`src/rtl/div_unit.sv`:
```
// div_unit: iterative RV32M divider (DIV, DIVU, REM, REMU).
// One restoring-division step per cycle with a start/busy/done handshake.
// Divide-by-zero and signed overflow finish straight from IDLE.
module div_unit #(
    parameter int unsigned WIDTH = 32
) (
    input  logic             clk,
    input  logic             rst_n,
    input  logic             start,
    input  logic [1:0]       op,
    input  logic [WIDTH-1:0] dividend,
    input  logic [WIDTH-1:0] divisor,
    output logic             busy,
    output logic             done,
    output logic [WIDTH-1:0] result
);

    localparam int unsigned CW = $clog2(WIDTH + 1);
    localparam logic [WIDTH-1:0] MOST_NEG = {1'b1, {(WIDTH-1){1'b0}}};

    typedef enum logic [1:0] {
        S_IDLE,
        S_CALC,
        S_DONE
    } state_t;

    state_t           state_q, state_d;
    logic             is_rem_q, is_rem_d;
    logic             q_neg_q, q_neg_d;
    logic             r_neg_q, r_neg_d;
    logic [WIDTH-1:0] rem_q, rem_d;
    logic [WIDTH-1:0] quo_q, quo_d;
    logic [WIDTH-1:0] dvs_q, dvs_d;
    logic [CW-1:0]    cnt_q, cnt_d;
    logic [WIDTH-1:0] result_q, result_d;

    // Operand preprocessing for the IDLE capture
    logic             a_neg, b_neg;
    logic [WIDTH-1:0] a_mag, b_mag;
    logic             div_zero, sgn_ovf;
    // One restoring step: shifted remainder window minus divisor magnitude
    logic [WIDTH:0]   trial;

    // Sign/magnitude extraction, special-case detection and trial subtract
    always_comb begin
        a_neg    = ~op[0] & dividend[WIDTH-1];
        b_neg    = ~op[0] & divisor[WIDTH-1];
        a_mag    = a_neg ? (-dividend) : dividend;
        b_mag    = b_neg ? (-divisor) : divisor;
        div_zero = (divisor == '0);
        sgn_ovf  = ~op[0] && (dividend == MOST_NEG) && (divisor == '1);
        trial    = {rem_q, quo_q[WIDTH-1]} - {1'b0, dvs_q};
    end

    // Next-state, datapath update and result selection
    always_comb begin
        state_d  = state_q;
        is_rem_d = is_rem_q;
        q_neg_d  = q_neg_q;
        r_neg_d  = r_neg_q;
        rem_d    = rem_q;
        quo_d    = quo_q;
        dvs_d    = dvs_q;
        cnt_d    = cnt_q;
        result_d = result_q;
        case (state_q)
            S_IDLE: begin
                if (start) begin
                    is_rem_d = op[1];
                    q_neg_d  = a_neg ^ b_neg;
                    r_neg_d  = a_neg;
                    rem_d    = '0;
                    quo_d    = a_mag;
                    dvs_d    = b_mag;
                    if (div_zero) begin
                        result_d = op[1] ? dividend : '1;
                        state_d  = S_DONE;
                    end else if (sgn_ovf) begin
                        result_d = op[1] ? '0 : MOST_NEG;
                        state_d  = S_DONE;
                    end else begin
                        cnt_d   = CW'(WIDTH);
                        state_d = S_CALC;
                    end
                end
            end
            S_CALC: begin
                if (cnt_q != '0) begin
                    if (!trial[WIDTH]) begin
                        rem_d = trial[WIDTH-1:0];
                        quo_d = {quo_q[WIDTH-2:0], 1'b1};
                    end else begin
                        rem_d = {rem_q[WIDTH-2:0], quo_q[WIDTH-1]};
                        quo_d = {quo_q[WIDTH-2:0], 1'b0};
                    end
                    cnt_d = cnt_q - CW'(1);
                end else begin
                    if (is_rem_q) begin
                        result_d = r_neg_q ? (-rem_q) : rem_q;
                    end else begin
                        result_d = q_neg_q ? (-quo_q) : quo_q;
                    end
                    state_d = S_DONE;
                end
            end
            S_DONE: begin
                state_d = S_IDLE;
            end
            default: begin
                state_d = S_IDLE;
            end
        endcase
    end

    // State and datapath registers
    always_ff @(posedge clk or negedge rst_n) begin
        if (!rst_n) begin
            state_q  <= S_IDLE;
            is_rem_q <= 1'b0;
            q_neg_q  <= 1'b0;
            r_neg_q  <= 1'b0;
            rem_q    <= '0;
            quo_q    <= '0;
            dvs_q    <= '0;
            cnt_q    <= '0;
            result_q <= '0;
        end else begin
            state_q  <= state_d;
            is_rem_q <= is_rem_d;
            q_neg_q  <= q_neg_d;
            r_neg_q  <= r_neg_d;
            rem_q    <= rem_d;
            quo_q    <= quo_d;
            dvs_q    <= dvs_d;
            cnt_q    <= cnt_d;
            result_q <= result_d;
        end
    end

    // Handshake outputs decoded from the state register
    always_comb begin
        busy   = (state_q == S_CALC);
        done   = (state_q == S_DONE);
        result = result_q;
    end

endmodule

```
`config.mk`:
```
export PLATFORM = sky130hd
export DESIGN_NAME = div_unit
export DESIGN_NICKNAME = d
export VERILOG_FILES = /design/src/rtl/div_unit.sv
export SDC_FILE = /design/constraint.sdc
export NUM_CORES = 1
export LEC_CHECK = 0
export ABC_AREA = 1
export ABC_CLOCK_PERIOD_IN_PS = 5980
export BUFFER_PORTS_ARGS = -buffer_cell sky130_fd_sc_hd__buf_2
export CORE_ASPECT_RATIO = 1.5
export CORE_MARGIN = 4
export CORE_UTILIZATION = 26
export DETAILED_ROUTE_END_ITERATION = 7
export PLACE_DENSITY_LB_ADDON = 0.3
export SYNTH_ARGS = -nofsm -noshare
export SYNTH_HDL_FRONTEND = slang
export SYNTH_SLANG_ARGS = --single-unit
export TNS_END_PERCENT = 5
```
`constraint.sdc`:
```
create_clock -name clk -period 5.98 [get_ports clk]
set_clock_uncertainty 0.1 [all_clocks]
set_input_delay 0.299 -clock clk [delete_from_list [all_inputs] [get_ports clk]]
set_output_delay 0.299 -clock clk [all_outputs]
set_load 0.1 [all_outputs]
```
==> impl_summary.log, run 1 <==
[metrics] via density per instance: 4.90
[metrics] Peak Freq: 0.282 GHz
[metrics] proportion of total power due to net switching: 60.1%
[metrics] total buffers and inverters traversed by the critical path: 4
[metrics] terminus of the critical flop-to-flop path: quo_q[6]
[metrics] ratio of cells with drive above 1 in the final layout: 9.66%
[metrics] clock network fraction of design power: 10.5%
[metrics] largest delay contributor family on the critical path: buffers and inverters
[metrics] initial standard-cell utilization of the core: 26.5%
[metrics] number of setup violations in the final report: 0
[metrics] Cell Area, Synth: 13,500 um^2
[metrics] initial antenna violation count: 1
[metrics] Slowest cell on crit path: inv_1
[metrics] power density cells: 709 nW/um^2
[metrics] CTS tree: yes
[metrics] leakage power of the design: 7.87 nW
[metrics] transition time of the tightest slew-check pin: 1.22 ns
[metrics] crit share post-route: 59.4%
[metrics] CTS Root Buffer Type: clkbuf_16
[metrics] max-slew violation count: 0
[metrics] critical-path cell list: inv_1 -> ha_1 -> nand3_1 -> nand2_1 -> inv_2 -> nor2_4 -> buf_4 -> inv_1 -> o211ai_1 -> o21ai_0
[metrics] net count after synthesis: 2,385
[metrics] post-CTS clock slew at the launch and capture registers of the worst setup and hold paths: 0.07 ns
[metrics] placer's final routability congestion estimate: 0.947
[metrics] row cnt: 101
[metrics] Worst Min Path Start: divisor[31]
[metrics] Cells after DPL: 2,987
[metrics] Placement Setup Slack: 2.43 ns
[metrics] number of warnings issued by yosys: 0
[metrics] Remaining Overflow, GRT: 0
[metrics] TritonCTS Buffers: 17
[metrics] final hold slack: 0.0420 ns
[metrics] switching component of the power: 6.47 mW
[metrics] number of ports placed on the die boundary: 103
[metrics] critical path data arrival time: 3.73 ns
[metrics] combinational cell fraction of total power: 71.9%
[metrics] antenna-violating nets left: 0
[metrics] time the final worst path needs with I/O delays and setup: 3.55 ns
[metrics] final number of hold-violating endpoints: 0
[metrics] average size of a mapped cell: 5.92 um^2
[metrics] Final Power: 10.8 mW
[metrics] maximum ir drop on the vdd rail: 0.000279 V
[metrics] class of the tightest hold or removal check: input pin to flop
[metrics] run status: finished clean
[metrics] flip-flop and latch count after synthesis: 139
[metrics] most used cell, CP: inv_1
[metrics] Seq/Total Area, Yosys: 25.8%
[metrics] Clock Sink Count: 139
[metrics] chip height: 287 um
[metrics] number of instances on the worst hold path: 2
[metrics] final core utilization: 29.8%
[metrics] total wire length after detailed routing: 54.8 mm
[metrics] reg-to-reg critical path startpoint: cnt_q[0]
[metrics] maximum number of pins on one net before global-route repair: 73
[metrics] CP Class: flop to flop
[metrics] TritonRoute pass-1 iters: 6
[metrics] number of buffers inserted by post-CTS setup repair: 0
[metrics] post-layout instance area: 15,200 um^2
[metrics] Critical Path Max Stage Delay: 0.73 ns
[metrics] Final Worst Setup Slack: 2.43 ns
[metrics] DRC: 0
[metrics] leading register cell type out of synthesis: dfrtp_1
[metrics] reg-to-reg setup timing slack: 2.43 ns
[metrics] Die Wd: 194 um
[metrics] commonest non-fill, non-tap cells in the layout: nand2_1 (761), inv_1 (300), nand3_1 (273), nor2_1 (199), o21ai_0 (148)
[metrics] portion of total power attributed to sequential cells: 17.6%
[metrics] kind of capture point of the worst setup path: flop
[metrics] number of buffers added on ports: 102
[metrics] post-synthesis cell count: 2,276
[metrics] wire per inst: 18.1 um
[metrics] deepest level of the CTS H-tree: 4
[metrics] Max-cap violations: 0
[metrics] number of distinct library cells after synthesis: 44
[metrics] critical path peak fanout: 56
[metrics] worst path required time: 6.16 ns
[metrics] Slew HR: 18.8%
[metrics] fraction of registers with async set/reset: 100%
[metrics] GRT Overall Usage: 19.4%
[metrics] total via count in the routed design: 14,802
[metrics] global-route wire length before repair: 84.7 mm
[metrics] final-stage net count: 2,447
[metrics] setup TNS: 0 ns
[metrics] clock latency at the later pin of the worst-skew pair: 0.45 ns
[metrics] vias in the first global route: 14,834
[metrics] internal power: 4.29 mW
[metrics] Floorplan Core Area: 50,900 um^2
[metrics] filler-free cell count of the finished design: 3,021
[metrics] layout overhead on the synthesized area: 12.7%
[metrics] maximum buffer depth of the clock tree: 2
[metrics] number of synthesized flops with an enable pin: 0
[metrics] detailed placement HPWL: 44.5 mm
[metrics] worst reg-to-reg path cell count: 10
[metrics] setup repair after global routing missed its margin: no
[metrics] number of DRC markers after the initial detailed-route iteration: 1,210
[metrics] number of fill cells in the layout: 5,787
[metrics] worst min-delay path endpoint: q_neg_q
[metrics] placed inst area: 14,600 um^2
[metrics] most common cell after layout, fill and taps aside: nand2_1
[metrics] area of the die: 55,600 um^2
[metrics] startpoint type of the worst setup path: flop
[power by group through the flow]
stage	logic [mW]	registers, mW	clock network [mW]
floorplan	5.32	2.30	0
global placement	7.65	1.89	0
detailed placement	7.72	1.89	0
CTS	7.75	1.88	1.14
global route	8.68	1.95	1.17
finish	7.74	1.89	1.13
[final cells by class]
class	count	area [um^2]	share of cell area [%]
Multi-Input combinational cell	1749	8470	55.8
Inverter	316	1190	7.81
Clock inverter	14	168	1.10
Clock buffer	18	429	2.83
Timing Repair Buffer	115	617	4.06
Antenna cell	1	2.50	0.0165
Tap cell	669	837	5.51
Sequential cell	139	3480	22.9
[logic make-up (layout without fill, tap and decap cells)]
| group | count (synthesis) | after routing | share of synthesized area, % |
|---|---|---|---|
| AND/OR/NAND/NOR | 1390 | 1390 | 44.7 |
| buffers and inverters | 388 | 463 | 11.5 |
| AO/OA/AOI/OAI | 269 | 269 | 11.0 |
| flip-flops | 139 | 139 | 25.8 |
| XOR/XNOR | 50 | 50 | 3.25 |
| adder cells (fa/ha/maj) | 40 | 40 | 3.77 |
| other | 0 | 1 | 0 |
[state kept, by name, indices dropped and copies added (netlist names)]
| name | count |
|---|---|
| result | 32 |
| dvs_q | 32 |
| quo_q | 32 |
| cnt_q | 6 |
| state_q | 2 |
| rem_q | 32 |
| q_neg_q | 1 |
| r_neg_q | 1 |
| is_rem_q | 1 |
[repair_timing]
action                    in CTS  in global routing
gates resized for setup        0                  0
hold buffers                   1                  0
hold endpoints to repair      67                  0
[routing by layer]
layer / part of all wire (%) / GRT usage [%] / vias up
met5: 0 / 0 / -
met4: 7.6 / 13.1 / 0
met3: 2.4 / 1.75 / 146
met2: 53 / 37.2 / 352
met1: 37 / 19.8 / 6901
li1: - / - / 7403
[how the worst max path moves through the flow]
stage	cells past startpoint	to	slack, ns	start
6_report	10	quo_q[6]	2.43	cnt_q[0]
5_1_grt	10	quo_q[5]	2.17	cnt_q[0]
4_1_cts	10	quo_q[6]	2.45	cnt_q[0]
3_5_place_dp	13	result[16]	2.43	dividend[0]
3_3_place_gp	13	result[14]	2.49	dividend[0]
2_1_floorplan	6	result[29]	3.57	state_q[1]
[cell usage after synthesis (29+ instances only)]
master | number | area share (%)
xor2_1 | 36 | 2.3
nor2_1 | 201 | 5.6
ha_1 | 39 | 3.6
inv_1 | 300 | 8.4
a21oi_1 | 74 | 2.7
nand3_1 | 273 | 10
nor3_1 | 29 | 1.1
nand2_2 | 29 | 1.3
nand2_1 | 761 | 21
dfrtp_1 | 139 | 26
clkbuf_1 | 37 | 1.0
o21ai_0 | 148 | 5.5
nand4_1 | 50 | 2.3
Power figures use the tool's default switching activity.
==> run 2, diff against run 1 <==
--- a/config.mk
+++ b/config.mk
@@ -5,8 +5,8 @@
 export SDC_FILE = /design/constraint.sdc
 export NUM_CORES = 1
 export LEC_CHECK = 0
-export ABC_AREA = 1
-export ABC_CLOCK_PERIOD_IN_PS = 5980
+export ABC_AREA = 0
+export ABC_CLOCK_PERIOD_IN_PS = 3300
 export BUFFER_PORTS_ARGS = -buffer_cell sky130_fd_sc_hd__buf_2
 export CORE_ASPECT_RATIO = 1.5
 export CORE_MARGIN = 4
==> constraint.sdc (replaced) <==
create_clock -name clk -period 3.3 [get_ports clk]
set_clock_uncertainty 0.1 [all_clocks]
set_input_delay 0.165 -clock clk [delete_from_list [all_inputs] [get_ports clk]]
set_output_delay 0.165 -clock clk [all_outputs]
set_load 0.1 [all_outputs]
==> run 2 against run 1 <==
Combinational power down 96%. Clock-buffer cell count up 1. Critical path depth down 1. Setup slack worse by 2.4 ns. Core utilization up 3.1 points. Sequential power down 10%. Register-to-register slack worse by 2.4 ns. Maximum frequency up 9.1%. Global-route usage down 3.4 points. Flip-flop and latch count unchanged. Clock power up 93%.
==> impl_summary.log, run 2 <==
[metrics] run status: finished clean
[metrics] most used cell, CP: or3_4
[metrics] flip-flop and latch count after synthesis: 139 (unchanged)
[metrics] Final Power: 4.18 mW (-61%)
[metrics] CP Class: flop to flop
[metrics] DRC: 0 (unchanged)
[metrics] largest cells by area after synthesis: dfrtp_1 (32%), o21ai_0 (7.1%), xnor2_1 (6.3%)
[metrics] max-slew violation count: 0 (unchanged)
[metrics] number of buffers inserted by post-CTS setup repair: 0 (unchanged)
[metrics] number of buffers added on ports: 102 (unchanged)
[metrics] Die Wd: 174 um (-10%)
[metrics] deepest level of the CTS H-tree: 4 (unchanged)
[metrics] leading register cell type out of synthesis: dfrtp_1
[metrics] final core utilization: 33.0% (+3.1 points)
[metrics] Cells after DPL: 2,048 (-31%)
[metrics] antenna-violating nets left: 0 (unchanged)
[metrics] time the final worst path needs with I/O delays and setup: 3.25 ns (-0.296 ns)
[metrics] vias in the first global route: 10,646 (-28%)
[metrics] crit share post-route: 98.6% (+39 points)
[metrics] commonest non-fill, non-tap cells in the layout: nand2_1 (173), o21ai_0 (150), dfrtp_1 (139), nor2_1 (116), buf_2 (101)
[metrics] transition time of the tightest slew-check pin: 1.04 ns (-0.174 ns)
[metrics] wire per inst: 17.1 um (-5.9%)
[metrics] Slowest cell on crit path: or4b_4
[metrics] area taken by flip-flops and latches: 3480 um^2 (unchanged)
[metrics] maximum ir drop on the vdd rail: 0.000406 V (+45%)
[metrics] area of combinational cells with multiple inputs: 6850 um^2 (-19%)
[metrics] TritonRoute pass-1 iters: 5 (-1)
[metrics] critical path data arrival time: 3.53 ns (-0.20 ns)
[metrics] Cell Area, Synth: 10,800 um^2 (-20%)
[metrics] first element of the critical path: rem_q[9]
[metrics] worst path required time: 3.58 ns (-2.58 ns)
[metrics] via density per instance: 5.01 (+2.2%)
[metrics] leakage power of the design: 5.59 nW (-29%)
[metrics] critical path peak fanout: 4 (-93%)
[metrics] post-synthesis cell count: 1,384 (-39%)
[metrics] Remaining Overflow, GRT: 0 (unchanged)
[metrics] final-stage net count: 1,660 (-32%)
[metrics] net count after synthesis: 1,493 (-37%)
[metrics] ratio of cells with drive above 1 in the final layout: 16.6% (+6.9 points)
[metrics] total via count in the routed design: 10,625 (-28%)
[metrics] post-synth top area cell: dfrtp_1
[metrics] maximum number of pins on one net before global-route repair: 92 (+26%)
[metrics] Seq/Total Area, Yosys: 32.2% (+6.4 points)
[metrics] clock latency at the later pin of the worst-skew pair: 0.46 ns (about the same)
[metrics] cell types with the highest counts after synthesis: nand2_1 (174), o21ai_0 (152), dfrtp_1 (139)
[metrics] kind of capture point of the worst setup path: flop
[metrics] maximum buffer depth of the clock tree: 2 (unchanged)
[metrics] row cnt: 91 (-9.9%)
[metrics] CTS tree: yes
[metrics] chip height: 257 um (-10%)
[metrics] GRT Overall Usage: 16.0% (-3.4 points)
[metrics] total wire length after detailed routing: 36.2 mm (-34%)
[metrics] power density cells: 309 nW/um^2 (-56%)
[metrics] Critical Path Max Stage Delay: 0.49 ns (-0.24 ns)
[metrics] number of fill cells in the layout: 4,436 (-23%)
[metrics] initial standard-cell utilization of the core: 26.2% (-0.23 points)
[metrics] terminus of the critical flop-to-flop path: result[29]
[metrics] Floorplan Core Area: 41,100 um^2 (-19%)
[metrics] Peak Freq: 0.307 GHz (+9.1%)
[metrics] detailed placement HPWL: 27.7 mm (-38%)
[metrics] number of synthesized flops with an enable pin: 0 (unchanged)
[metrics] portion of synthesized cell area occupied by the leading cell type: 32.2% (+6.4 points)
[metrics] post-CTS clock slew at the launch and capture registers of the worst setup and hold paths: 0.06 ns (about the same)
[metrics] setup repair after global routing missed its margin: yes
[metrics] initial antenna violation count: 0 (-1)
[metrics] placer's final routability congestion estimate: 0.906 (-4.3%)
[metrics] post-layout instance area: 13,500 um^2 (-11%)
[metrics] CTS Root Buffer Type: clkbuf_16
[metrics] class of the tightest hold or removal check: input pin to flop
[metrics] number of distinct library cells after synthesis: 65 (+48%)
[metrics] number of warnings issued by yosys: 0 (unchanged)
[metrics] average size of a mapped cell: 7.79 um^2 (+32%)
[metrics] worst reg-to-reg path cell count: 9 (-1)
[metrics] reg-to-reg setup timing slack: 0.05 ns (-2.38 ns)
[metrics] capturing element of the worst setup path: result[29]
[metrics] most numerous cell in the Yosys netlist: nand2_1
[metrics] Slew HR: 30.4% (+12 points)
[metrics] Clock Sink Count: 139 (unchanged)
[metrics] global-route wire length before repair: 57.5 mm (-32%)
[metrics] area of the die: 44,900 um^2 (-19%)
[metrics] layout overhead on the synthesized area: 25.6%
[metrics] TritonCTS Buffers: 17 (unchanged)
[metrics] number of DRC markers after the initial detailed-route iteration: 466 (-61%)
[metrics] startpoint type of the worst setup path: flop
[metrics] fraction of registers with async set/reset: 100% (unchanged)
[metrics] Max-cap violations: 0 (unchanged)
[metrics] final number of hold-violating endpoints: 0 (unchanged)
[metrics] placed inst area: 12,400 um^2 (-15%)
[metrics] most common cell after layout, fill and taps aside: nand2_1
[metrics] filler-free cell count of the finished design: 2,121 (-30%)
[metrics] number of ports placed on the die boundary: 103 (unchanged)
[metrics] number of setup violations in the final report: 0 (unchanged)
[metrics] critical-path cell list: or3_4 -> or4b_4 -> or3_4 -> or4_4 -> or3_4 -> o31ai_4 -> xnor2_1 -> nand2_1 -> a41oi_2
[metrics] reg-to-reg critical path startpoint: rem_q[9]
[metrics] final antenna diode count: 0 (-1)
[run 2: cell types whose count changed in the layout (fill, tap and decap cells not counted), sizes merged, moves of 29 or more]
cell         change
a31oi           +29
nand3          -202
inv            -266
xor2            +30
nand2          -623
nor2            -95
xnor2           +63
buf             +75
nand4           -34
dlygate4sd3     +41
[run 2: worst max-delay path: cells and delay by family, from the launching register on]
kind / cells / cell delay [ns]
AOI/OAI and AO/OA: 2 / 0.36
xor gates and xnor gates: 1 / 0.14
DFF: 1 / 0.40
and+or+nand+nor: 6 / 2.17
[run 2: power by group]
part | leakage (nW) | switching (mW) | total, mW | internal, mW
Clock | 0.319 | 0.804 | 2.18 | 1.37
Sequential | 1.82 | 0 | 1.70 | 1.70
Combinational | 3.45 | 0.178 | 0.301 | 0.123
[run 2: logic make-up after synthesis]
kind of cell / Yosys count / synth area share, %
AO/OA/AOI/OAI: 421 / 24.0
multiplexers: 4 / 0.371
buffers and inverters: 135 / 5.41
AND/OR/NAND/NOR: 502 / 21.7
adder cells (fa/ha/maj): 40 / 4.71
flip-flops: 139 / 32.2
XOR/XNOR: 143 / 11.6
[run 2: layout make-up]
class                      instances  area share [%]
inverter                          52            1.44
tap                              558            5.15
clock inverter                    12            1.44
timing repair buffer             231            12.4
sequential                       139            25.7
multi-input combinational       1110            50.6
clock buffer                      19            3.34
[run 2: per-layer routing]
metal  share of wire, %  vias up  global-route usage, %
li1                   -     5292                      -
met3                3.7       60                   2.34
met1                 42     5042                   18.8
met2                 50      231                   28.7
met4                4.1        0                   7.37
met5                  0        -                      0
[run 2: repair_timing]
| item | 4_1_cts | 5_1_grt |
|---|---|---|
| pin swaps | 1 | 4 |
| endpoints found under the hold margin | 131 | 0 |
| hold buffers | 42 | 0 |
| resized for setup | 5 | 18 |
| endpoints found under the setup margin | 33 | 65 |
[run 2: how the worst min path moves through the flow]
stage	from	end	slack, ns	depth (start not counted)
2_1_floorplan	rst_n	cnt_q[0]	-0.23	0
3_3_place_gp	rst_n	result[7]	0.24	1
3_5_place_dp	rst_n	result[7]	0.24	1
4_1_cts	dividend[24]	quo_q[24]	0.001	4
5_1_grt	dividend[29]	quo_q[29]	0.02	3
6_report	divisor[4]	dvs_q[4]	0.009	3
[run 2: per-stage QoR]
step / TNS [ns] / setup WS (ns) / hold WS [ns]
final: 0 / 0.0459 / 0.00853
after global placement: -0.102 / -0.0274 / 0.236
after global routing: -0.126 / -0.0583 / 0.0189
after detailed placement: -2.44 / -0.193 / 0.235
after CTS: 0 / 0.00241 / 0.00110
after floorplan: 0 / 0.0249 / -0.231
